`src/rtl/seq_bit_serializer.sv`:
```
// Parallel-to-serial front end: valid/ready word intake, one bit per enabled clock on x.
// Optional build macro SER_LSB_FIRST_EN selects LSB-first output (default MSB-first).
module seq_bit_serializer #(
  parameter int unsigned WIDTH = 8
) (
  input  logic             clk,
  input  logic             rst,
  input  logic [WIDTH-1:0] din,
  input  logic             din_valid,
  output logic             din_ready,
  input  logic             bit_en,
  output logic             x,
  output logic             x_valid,
  output logic             done,
  output logic             busy
);

  localparam int unsigned CW = $clog2(WIDTH);
  localparam logic [CW-1:0] LAST = CW'(WIDTH - 1);

`ifdef SER_LSB_FIRST_EN
  localparam int unsigned OUT_IDX = 0;
`else
  localparam int unsigned OUT_IDX = WIDTH - 1;
`endif

  typedef enum logic {
    IDLE,
    SHIFT
  } state_t;

  state_t           state, state_d;
  logic [WIDTH-1:0] shreg, shreg_d, shreg_adv;
  logic [CW-1:0]    cnt, cnt_d;
  logic             last_bit;
  logic             accept;

  assign last_bit  = (cnt == LAST);
  assign din_ready = (state == IDLE) || ((state == SHIFT) && last_bit && bit_en);
  assign accept    = din_valid && din_ready;
  assign busy      = (state == SHIFT);
  assign done      = (state == SHIFT) && last_bit;

`ifdef SER_LSB_FIRST_EN
  assign shreg_adv = {1'b0, shreg[WIDTH-1:1]};
`else
  assign shreg_adv = {shreg[WIDTH-2:0], 1'b0};
`endif

  always_comb begin
    state_d = state;
    shreg_d = shreg;
    cnt_d   = cnt;
    unique case (state)
      IDLE: begin
        if (accept) begin
          shreg_d = din;
          cnt_d   = '0;
          state_d = SHIFT;
        end
      end
      SHIFT: begin
        if (bit_en) begin
          if (!last_bit) begin
            shreg_d = shreg_adv;
            cnt_d   = cnt + CW'(1);
          end else if (accept) begin
            // Back-to-back reload keeps x_valid high across the word boundary.
            shreg_d = din;
            cnt_d   = '0;
          end else begin
            shreg_d = '0;
            cnt_d   = '0;
            state_d = IDLE;
          end
        end
      end
      default: begin
        state_d = IDLE;
        shreg_d = '0;
        cnt_d   = '0;
      end
    endcase
  end

  // x/x_valid are flopped from next-state values so they line up with shreg/state.
  always_ff @(posedge clk or posedge rst) begin
    if (rst) begin
      state   <= IDLE;
      shreg   <= '0;
      cnt     <= '0;
      x       <= 1'b0;
      x_valid <= 1'b0;
    end else begin
      state   <= state_d;
      shreg   <= shreg_d;
      cnt     <= cnt_d;
      x       <= (state_d == SHIFT) && shreg_d[OUT_IDX];
      x_valid <= (state_d == SHIFT);
    end
  end

endmodule

```
`config.mk`:
```
export PLATFORM = sky130hd
export DESIGN_NAME = seq_bit_serializer
export DESIGN_NICKNAME = d
export VERILOG_FILES = /design/src/rtl/seq_bit_serializer.sv
export SDC_FILE = /design/constraint.sdc
export NUM_CORES = 1
export LEC_CHECK = 0
export CORE_MARGIN = 2
export CORE_UTILIZATION = 25
export DETAILED_ROUTE_END_ITERATION = 10
export PLACE_DENSITY = 0.57
export SLEW_MARGIN = 0
export SYNTH_ARGS = -nofsm -noshare
export SYNTH_HDL_FRONTEND = slang
export SYNTH_SLANG_ARGS = --single-unit
```
`constraint.sdc`:
```
create_clock -name clk -period 4.77 [get_ports clk]
set_clock_uncertainty 0.2 [all_clocks]
set_input_delay 0.477 -clock clk [delete_from_list [all_inputs] [get_ports clk]]
set_output_delay 0.477 -clock clk [all_outputs]
set_load 0.02 [all_outputs]
```
## Word level (Yosys, flattened, before mapping)

Cells that the tools add are included.

- Muxes and demuxes: 13
- Reduce and logical (&&, ||, !) cells: 6
- Eq/ne operators: 3
- $add $sub $neg: 1
- Bitwise operators: 1

Operators with widths:

| cell | number |
|---|---|
| two-way mux 8 bit | 4 |
| one-hot mux 8 bit (2 select lines) | 1 |
| two-way mux 3 bit | 3 |
| one-hot mux 3 bit (2 select lines) | 1 |
| logical AND 1 bit | 4 |
| inequality test 2 bit (second input constant) | 2 |
| adder 3 x 1 -> 3 bit (second input constant) | 1 |
| == test 3 bit (second input constant) | 1 |
| two-way mux 1 bit | 3 |
| one-hot mux 1 bit (2 select lines) | 1 |
| AND reduction 2 bit | 1 |
| logical OR 1 bit | 1 |
| NOT 1 bit | 1 |

- Flip-flop bits (word level): 13
- Word-level logic and storage cells: 29
- Output and inout bits: 5

## Logic depth before layout (Yosys ltp)

Gate-level depths: netlist of the first run.

- Depth after elaboration: 10
- Mapped depth: 6

## Least setup slack after synthesis of the first run

Ideal clock, no wire load.

- Kind: reg-to-output
- Start point: register cnt[0]
- End point: output port done
- Stages on the path, launching flop included: 5
- Data arrival time: 1179 ps
- Required time: 4093 ps
- Path slack: 2914 ps
- Cells stage by stage: dfrtp_1 > ha_1 > ha_1 > buf_4 > and2_1

- Longest elaborated chain between the ends: 2

RTL lines:

| what | RTL line | RTL |
|---|---|---|
| start, declared | 34 | `logic [CW-1:0] cnt, cnt_d;` |
| start signal, assigned | 97 | `cnt <= cnt_d;` |
| == test 3 bit | 38 | `assign last_bit = (cnt == LAST);` |
| logical AND 1 bit | 42 | `assign done = (state == SHIFT) && last_bit;` |
| end, declared | 14 | `output logic done,` |

No other way between the ends.

## Worst setup path in the final report of the first run

- Start point: register cnt[0]
- End point: output port din_ready

- Longest elaborated chain between the ends: 4

RTL lines:

| what | RTL line | RTL |
|---|---|---|
| == test 3 bit | 38 |  |
| logical AND 1 bit (2 in series) | 39 | `assign din_ready = (state == IDLE) \|\| ((state == SHIFT) && last_bit && bit_en);` |
| logical OR 1 bit | 39 |  |
| end, declared | 10 | `output logic din_ready,` |

No other way between the ends.

==> results of run 1 <==
==> stage by stage <==
step | util (%) | worst slack (ns) | hold slack (ns) | total power, W
floorplan | - | 2.914 | 0.1540 | 0.0003321
global placement | 32.58 | 2.074 | 0.2838 | 0.0003827
detailed placement | 32.58 | 2.041 | 0.2850 | 0.0003896
CTS | 33.53 | 1.891 | 0.3061 | 0.0004614
global route | 33.53 | 1.788 | 0.3456 | 0.0005035
finish | 33.53 | 1.912 | 0.3005 | 0.0004549
==> worst min-delay path, stage by stage, from the launching register on <==
cell     delay [ns]
dfrtp_1        0.35
nand3_1        0.07
nand2_1        0.06
==> cells in the mapped netlist (all sizes together) <==
library cell / number
a21bo: 1
a21oi: 7
a221o: 1
a22o: 2
a22oi: 1
a31oi: 2
and2: 1
buf: 5
dfrtp: 13
ha: 2
inv: 3
mux2: 4
mux2i: 2
nand2: 6
nand2b: 3
nand3: 7
nor2: 2
nor2b: 4
o221ai: 2
o22ai: 6
o31ai: 1
==> layer usage <==
layer,up-vias,share of wire (%),GRT usage (%)
met4,0,1.2,3.987
met2,19,47,17.69
met1,306,47,14.99
met3,3,4.9,2.902
li1,305,-,-
met5,-,0,0
==> power breakdown <==
group          internal [W]  switching, W
Sequential         0.000157     0.0000344
Clock             0.0000324     0.0000365
Combinational      0.000106     0.0000889
Total              0.000295      0.000160
==> cells by family after synthesis <==
group / Yosys count / synth area share, %
buffers and inverters: 8 / 5.659
adders and majority gates: 2 / 3.430
AOI/OAI and AO/OA: 23 / 21.27
and+or+nand+nor: 23 / 16.12
muxes: 6 / 8.919
DFF: 13 / 44.60
==> path summary, 6_finish.rpt <==
path	from	to	slack, ns	cells after the start
worst max-delay path	cnt[0]$_DFFE_PP0P_	din_ready	1.91	4
worst min register to register	shreg[0]$_DFFE_PP0P_	shreg[0]$_DFFE_PP0P_	0.30	2
worst max register to register	cnt[0]$_DFFE_PP0P_	shreg[7]$_DFF_PP0_	2.76	5
worst min-delay path	shreg[0]$_DFFE_PP0P_	shreg[0]$_DFFE_PP0P_	0.30	2
max in group asynchronous	rst	cnt[0]$_DFFE_PP0P_	3.70	2
min in group asynchronous	rst	shreg[1]$_DFFE_PP0P_	0.32	2
==> flip-flops by register name, indices dropped and copies added (netlist names) <==
register  count
shreg         8
busy          1
x             1
cnt           3
==> cell usage in the layout, fill, tap and decap left out <==
cell and instances:
nand2b_1 3, dfrtp_1 13, mux2_2 4, nor2b_1 4, a21bo_2 1, a21oi_1 7
clkdlybuf4s50_1 16, clkbuf_1 1, o221ai_1 2, clkbuf_4 3, inv_1 3, and2_1 1
mux2i_1 2, o31ai_1 1, a22o_1 2, nand2_2 1, nor2_1 2, o22ai_1 6
a31oi_1 2, ha_1 2, a221o_1 1, a22oi_1 1, nand3_1 7, nand2_1 5
==> layout make-up <==
type / instances / area (um^2)
multi-input cells: 54 / 362.8
well taps: 31 / 38.79
clock buffers: 4 / 26.28
inverters: 3 / 11.26
fillers: 296 / 1833
repair buffers: 16 / 160.2
flip-flops and latches: 13 / 325.3
==> impl_metrics.toml, run 1 <==
[worst_setup_path]
cp_top_family = "adder cells"
end_kind = "output pin"
startpoint_type = "flop"
path_cells = "ha_1 -> ha_1 -> a21bo_2 -> clkdlybuf4s50_1"
path_class = "flop to output pin"
cp.buffers_inverters = 1
crit_path_top_delay_cell = "clkdlybuf4s50_1"
critPathMaxStageDelay_ns = 0.61
required_ns = 4.09
cp_data_arrival_time_ns = 2.18
crit_top_cell = "ha_1"
path_max_fanout = 15

[detailed_routing]
drt_first_pass_iters = 4
via_count = 633
finalWirelength_um = 1619
via_per_inst = 5.231
first_iter_violations = 11
antenna_left = 0
routedWlPerCell_um = 13.38
drc = 0

[finish]
nNetsFinal = 105
drive_above_1_share_pct = 10.00
antenna_cells = 0
fin_area_um2 = 924.6
area_growth_pct = 26.76
layoutNonFillerInstCount = 121

[logic_synthesis]
yosys-top-cells-area = "dfrtp_1, mux2_2, o22ai_1"
syn_nets = 89
synth-warning-count = 0
syn_area_um2 = 729.5
ys_types = 23
synth.avg_cell_area_um2 = 9.726
yosysTopAreaCellShare_pct = 44.60
ys_seq_area_share_pct = 44.60
synth.ff_latch_count = 13
synth_cells = 75
yosys.area.top_type = "dfrtp_1"

[clock_network]
cts_tree = "built"
clk_path_buf_depth = 2
numCtsBuffers = 3
cts_sinks = 13
clk_latency_ns = 0.28
clockRootBuffer = "clkbuf_4"
postCtsSetupBuffers = 0
clkTransAtPathRegs_ns = 0.07
post_cts_resized = 0
postCtsHoldBufs = 0
htreeDepth = 1

[place]
gp_congestion = 0.7564
hpwlAfterDp_um = 1131
io_buffer_count = 16
placed_cells = 117
placed_area_um2 = 898.4

[global_routing]
grt_use_total_pct = 11.25
grt_remaining_overflow = 0
grt_max_degree = 17
antenna_found_initial = 0
grt_pass1_vias = 638
grt_pass1_wl_um = 2898

[job]
drv_cap = 0

[timing]
period_share_pct = 59.91
worst_slew_pin_slew_ns = 0.5386
max_slew_margin_pct = 63.98
period_needed_ns = 2.858
fmax_ghz = 0.3499
setup_viol = 0
hold_violations = 0
fin_setup_tns_ns = 0
slew_violations = 0
rsz0062_at_grt = "false"

[die]
die_w_um = 58.02
coreArea_um2 = 2758
num_io_pins = 17
start_util_pct = 26.45
design.die.area_um2 = 3366
die_h_um = 58.02
rows = 19

[power_and_ir_drop]
ir_worst_vdd_uv = 195.7
p_leak_nw = 0.3831
powerDensity_nw_per_um2 = 491.9

[status]
outcome = "finished clean"

[min_path]
worstHoldPathType = "flop to flop"
Power figures use the tool's default switching activity.
==> inputs of run 2 (changes only) <==
PLACE_DENSITY = 0.58   (was 0.57)
clock period = 2.5 ns   (was 4.77 ns; I/O delays follow)
==> impl_metrics.toml, run 2 (synthesis gave the netlist of run 1 again) <==
[worst_setup_path]
startpoint_type = "flop"
end_kind = "output pin"
crit_path_top_delay_cell = "clkdlybuf4s50_1"
required_ns = 2.05
path_class = "flop to output pin"
critPathMaxStageDelay_ns = 0.61
cp_top_family = "buffers and inverters"
cp.buffers_inverters = 1
cp_data_arrival_time_ns = 1.88
path_max_fanout = 9
path_cells = "ha_1 -> ha_2 -> and2_1 -> clkdlybuf4s50_1"

[die]
start_util_pct = 26.45
rows = 19
num_io_pins = 17
design.die.area_um2 = 3366
die_h_um = 58.02
coreArea_um2 = 2758
die_w_um = 58.02

[clock_network]
postCtsHoldBufs = 0
cts_sinks = 13
numCtsBuffers = 3
clkTransAtPathRegs_ns = 0.08
htreeDepth = 1
clk_path_buf_depth = 2
clockRootBuffer = "clkbuf_4"
clk_latency_ns = 0.28
cts_tree = "built"
postCtsSetupBuffers = 0

[detailed_routing]
first_iter_violations = 19
via_count = 625
via_per_inst = 5.040
drt_first_pass_iters = 4
drc = 0
finalWirelength_um = 1669
routedWlPerCell_um = 13.46
antenna_left = 0

[place]
gp_congestion = 0.7387
hpwlAfterDp_um = 1220
io_buffer_count = 16
pre_cts_ws_ns = 0.3280
placed_area_um2 = 920.9

[global_routing]
grt_use_total_pct = 11.44
grt_pass1_wl_um = 2939
grt_pass1_vias = 634
antenna_found_initial = 0
grt_remaining_overflow = 0
grt_max_degree = 15

[finish]
utilization_pct = 34.53
final.fill_count = 284
fin_area_um2 = 952.2
nNetsFinal = 108
multi_input_area_um2 = 365.4
top_regs = "shreg: 8 flops, cnt: 3 flops"
layout_common_cells = "clkdlybuf4s50_1, dfrtp_1, nand3_1, a21oi_1, o22ai_1"
largest_reg_flops = 8
antenna_cells = 0
seq_area_um2 = 325.3
final_common_cell = "clkdlybuf4s50_1"
drive_above_1_share_pct = 13.98
regMostFlops = "shreg"
area_growth_pct = 30.53

[job]
drv_cap = 0

[timing]
max_slew_margin_pct = 64.06
worst_slew_pin_slew_ns = 0.5374
rsz0062_at_grt = "false"
layout_setup_ws_ns = 0.1727
hold_ws_ns = 0.09580
fin_setup_tns_ns = 0
setup_viol = 0
hold_violations = 0
slew_violations = 0
period_share_pct = 93.09
fmax_ghz = 0.4297
period_needed_ns = 2.327

[status]
outcome = "finished clean"

[power_and_ir_drop]
ir_worst_vdd_uv = 344.0
powerDensity_nw_per_um2 = 932.3
p_leak_nw = 0.4126

[min_path]
worstHoldPathType = "input pin to asynchronous set/reset pin"
run 2: cell count changes in the layout (fill, tap and decap cells not counted):
| cell | previous run | this run |
|---|---|---|
| ha_1 | 2 | 1 |
| ha_2 | 0 | 1 |
| clkdlybuf4s50_1 | 16 | 15 |
| dlymetal6s2s_1 | 0 | 1 |
| buf_4 | 0 | 3 |
run 2: report_power, final:
| part | total [W] | internal [W] | switching (W) |
|---|---|---|---|
| Combinational | 0.000393 | 0.000213 | 0.000180 |
| Sequential | 0.000363 | 0.000300 | 0.0000630 |
| Clock | 0.000132 | 0.0000618 | 0.0000700 |
run 2: final timing paths:
kind / startpoint / endpoint / slack (ns) / depth (start not counted)
worst min-delay path: rst / busy$_DFF_PP0_ / 0.1 / 2
worst max register to register: cnt[0]$_DFFE_PP0P_ / shreg[6]$_DFFE_PP0P_ / 0.63 / 6
min in group clk: shreg[0]$_DFFE_PP0P_ / shreg[0]$_DFFE_PP0P_ / 0.30 / 2
worst max-delay path: cnt[0]$_DFFE_PP0P_ / done / 0.17 / 4
max in group asynchronous: rst / shreg[4]$_DFFE_PP0P_ / 1.66 / 2
worst min register to register: shreg[0]$_DFFE_PP0P_ / shreg[0]$_DFFE_PP0P_ / 0.30 / 2
run 2: stage by stage:
stage,total power [W],cells
after global placement,0.0007509,120
after floorplan,0.0006337,75
after detailed placement,0.0007576,120
final,0.0008877,124
after global routing,0.0009712,124
after CTS,0.0008966,124
run 2: final cells by class:
type | instances | share of cell area, %
Multi-Input combinational cell | 54 | 38.37
Sequential cell | 13 | 34.17
Timing Repair Buffer | 19 | 19.45
Tap cell | 31 | 4.074
Clock buffer | 4 | 2.760
Inverter | 3 | 1.183
run 2: repair_timing:
item                       4_1_cts  5_1_grt
hold endpoints to repair         0        0
setup endpoints to repair        0        2
gates resized for setup          0        2
run 2: metal layers:
layer | share of wire (%) | vias to the layer above | global-route usage [%] | wire length (um)
met1 | 48 | 294 | 15.43 | 805
met5 | 0 | - | 0 | 0
met3 | 4.3 | 2 | 2.455 | 72
li1 | - | 311 | - | -
met2 | 47 | 18 | 18.18 | 788
met4 | 0.12 | 0 | 3.987 | 2
==> inputs of run 3 (changes only) <==
--- a/config.mk
+++ b/config.mk
@@ -9,4 +9,5 @@
 export CORE_UTILIZATION = 25
 export DETAILED_ROUTE_END_ITERATION = 10
+export GPL_ROUTABILITY_DRIVEN = 0
 export PLACE_DENSITY = 0.58
 export SLEW_MARGIN = 0
==> constraint.sdc (replaced) <==
create_clock -name clk -period 2.5 [get_ports clk]
set_clock_uncertainty 0.2 [all_clocks]
set_input_delay 0.25 -clock clk [delete_from_list [all_inputs] [get_ports clk]]
set_output_delay 0.25 -clock clk [all_outputs]
set_load 0.1 [all_outputs]
==> impl_metrics.toml, run 3 (synthesis gave the netlist of run 1 again) <==
[finish]
regMostFlops = "shreg"
area_growth_pct = 28.64
top_regs = "shreg: 8 flops, cnt: 3 flops"
final.fill_count = 287
drive_above_1_share_pct = 16.67
multi_input_area_um2 = 364.1
antenna_cells = 0
seq_area_um2 = 325.3
nNetsFinal = 105
final_common_cell = "dfrtp_1"
layout_common_cells = "dfrtp_1, clkdlybuf4s50_1, nand3_1, a21oi_1, o22ai_1"
fin_area_um2 = 938.4
largest_reg_flops = 8

[clock_network]
clockRootBuffer = "clkbuf_4"
clk_path_buf_depth = 2
cts_sinks = 13
postCtsSetupBuffers = 0
clkTransAtPathRegs_ns = 0.09
post_cts_resized = 0
cts_tree = "built"
htreeDepth = 1
numCtsBuffers = 3
postCtsHoldBufs = 0
clk_latency_ns = 0.29

[worst_setup_path]
reg2reg_slack_ns = 0.52
reg2reg_to = "shreg[7]$_DFF_PP0_"
cp-endpoint = "din_ready"
end_kind = "output pin"
startpoint = "cnt[0]$_DFFE_PP0P_"
path_max_fanout = 15
cp_data_arrival_time_ns = 1.75
required_ns = 2.05
path_class = "flop to output pin"
startpoint_type = "flop"
ff2ff_path_depth = 5
r2r_start = "cnt[0]$_DFFE_PP0P_"

[power_and_ir_drop]
ir_worst_vdd_uv = 508.2
powerDensity_nw_per_um2 = 1106
p_leak_nw = 0.3940

[die]
die_w_um = 58.02
num_io_pins = 17
rows = 19
start_util_pct = 26.45
design.die.area_um2 = 3366
die_h_um = 58.02
coreArea_um2 = 2758

[global_routing]
grt_max_degree = 17
antenna_found_initial = 0
grt_pass1_wl_um = 2808
grt_pass1_vias = 598
grt_use_total_pct = 10.90
grt_remaining_overflow = 0

[detailed_routing]
via_count = 621
drt_first_pass_iters = 4
routedWlPerCell_um = 13.26
via_per_inst = 5.132
first_iter_violations = 6
antenna_left = 0
drc = 0
finalWirelength_um = 1605

[timing]
rsz0062_at_grt = "false"
slew_violations = 0
fmax_ghz = 0.4538
setup_viol = 0
period_needed_ns = 2.204
max_slew_margin_pct = 66.13
hold_violations = 0
period_share_pct = 88.15
fin_setup_tns_ns = 0
worst_slew_pin_slew_ns = 0.5074
layout_setup_ws_ns = 0.2964

[job]
drv_cap = 0

[min_path]
worstHoldPathType = "input pin to asynchronous set/reset pin"

[status]
outcome = "finished clean"

[place]
pre_cts_ws_ns = 0.5159
hpwlAfterDp_um = 1152
io_buffer_count = 16
placed_area_um2 = 912.1
==> run 3: worst min path at each step <==
stage,slack (ns),from,to
6_report,0.08,rst,shreg[6]$_DFFE_PP0P_
5_1_grt,0.15,rst,shreg[0]$_DFFE_PP0P_
4_1_cts,0.11,rst,shreg[6]$_DFFE_PP0P_
3_5_place_dp,0.29,cnt[0]$_DFFE_PP0P_,cnt[0]$_DFFE_PP0P_
3_3_place_gp,0.28,cnt[0]$_DFFE_PP0P_,cnt[0]$_DFFE_PP0P_
2_1_floorplan,-0.07,rst,busy$_DFF_PP0_
==> run 3: power breakdown <==
group          switching [W]  internal [W]  leakage, nW  total [W]
clock              0.0000783     0.0000622       0.0150   0.000141
combinational       0.000310      0.000218        0.225   0.000529
sequential         0.0000694      0.000300        0.154   0.000369
total               0.000458      0.000580        0.394    0.00104
==> run 3: stage by stage <==
| step | util [%] | std cells | hold WS (ns) | total power [W] |
|---|---|---|---|---|
| 2_1_floorplan | - | 75 | -0.07304 | 0.0007724 |
| 4_1_cts | 34.03 | 121 | 0.1059 | 0.001045 |
| 6_report | 34.03 | 121 | 0.07887 | 0.001038 |
| 3_3_place_gp | 33.08 | 117 | 0.2799 | 0.0008952 |
| 3_5_place_dp | 33.08 | 117 | 0.2866 | 0.0009051 |
| 5_1_grt | 34.03 | 121 | 0.1542 | 0.001120 |
==> run 3: layer usage <==
metal	up-vias	global-route usage [%]	wire (um)
li1	307	-	-
met1	293	15.99	824
met2	16	15.10	680
met3	5	2.232	66
met4	0	5.316	34
met5	-	0	0
==> run 3: cell type report <==
class	count	share of cell area, %
Timing Repair Buffer	16	18.40
Sequential cell	13	34.67
Clock buffer	4	2.800
Multi-Input combinational cell	54	38.80
Tap cell	31	4.133
Inverter	3	1.200
==> run 3: critical path: stages, from the launching register on <==
cell	delay, ns
dfrtp_1	0.38
ha_1	0.16
ha_1	0.45
a21bo_2	0.29
buf_12	0.19
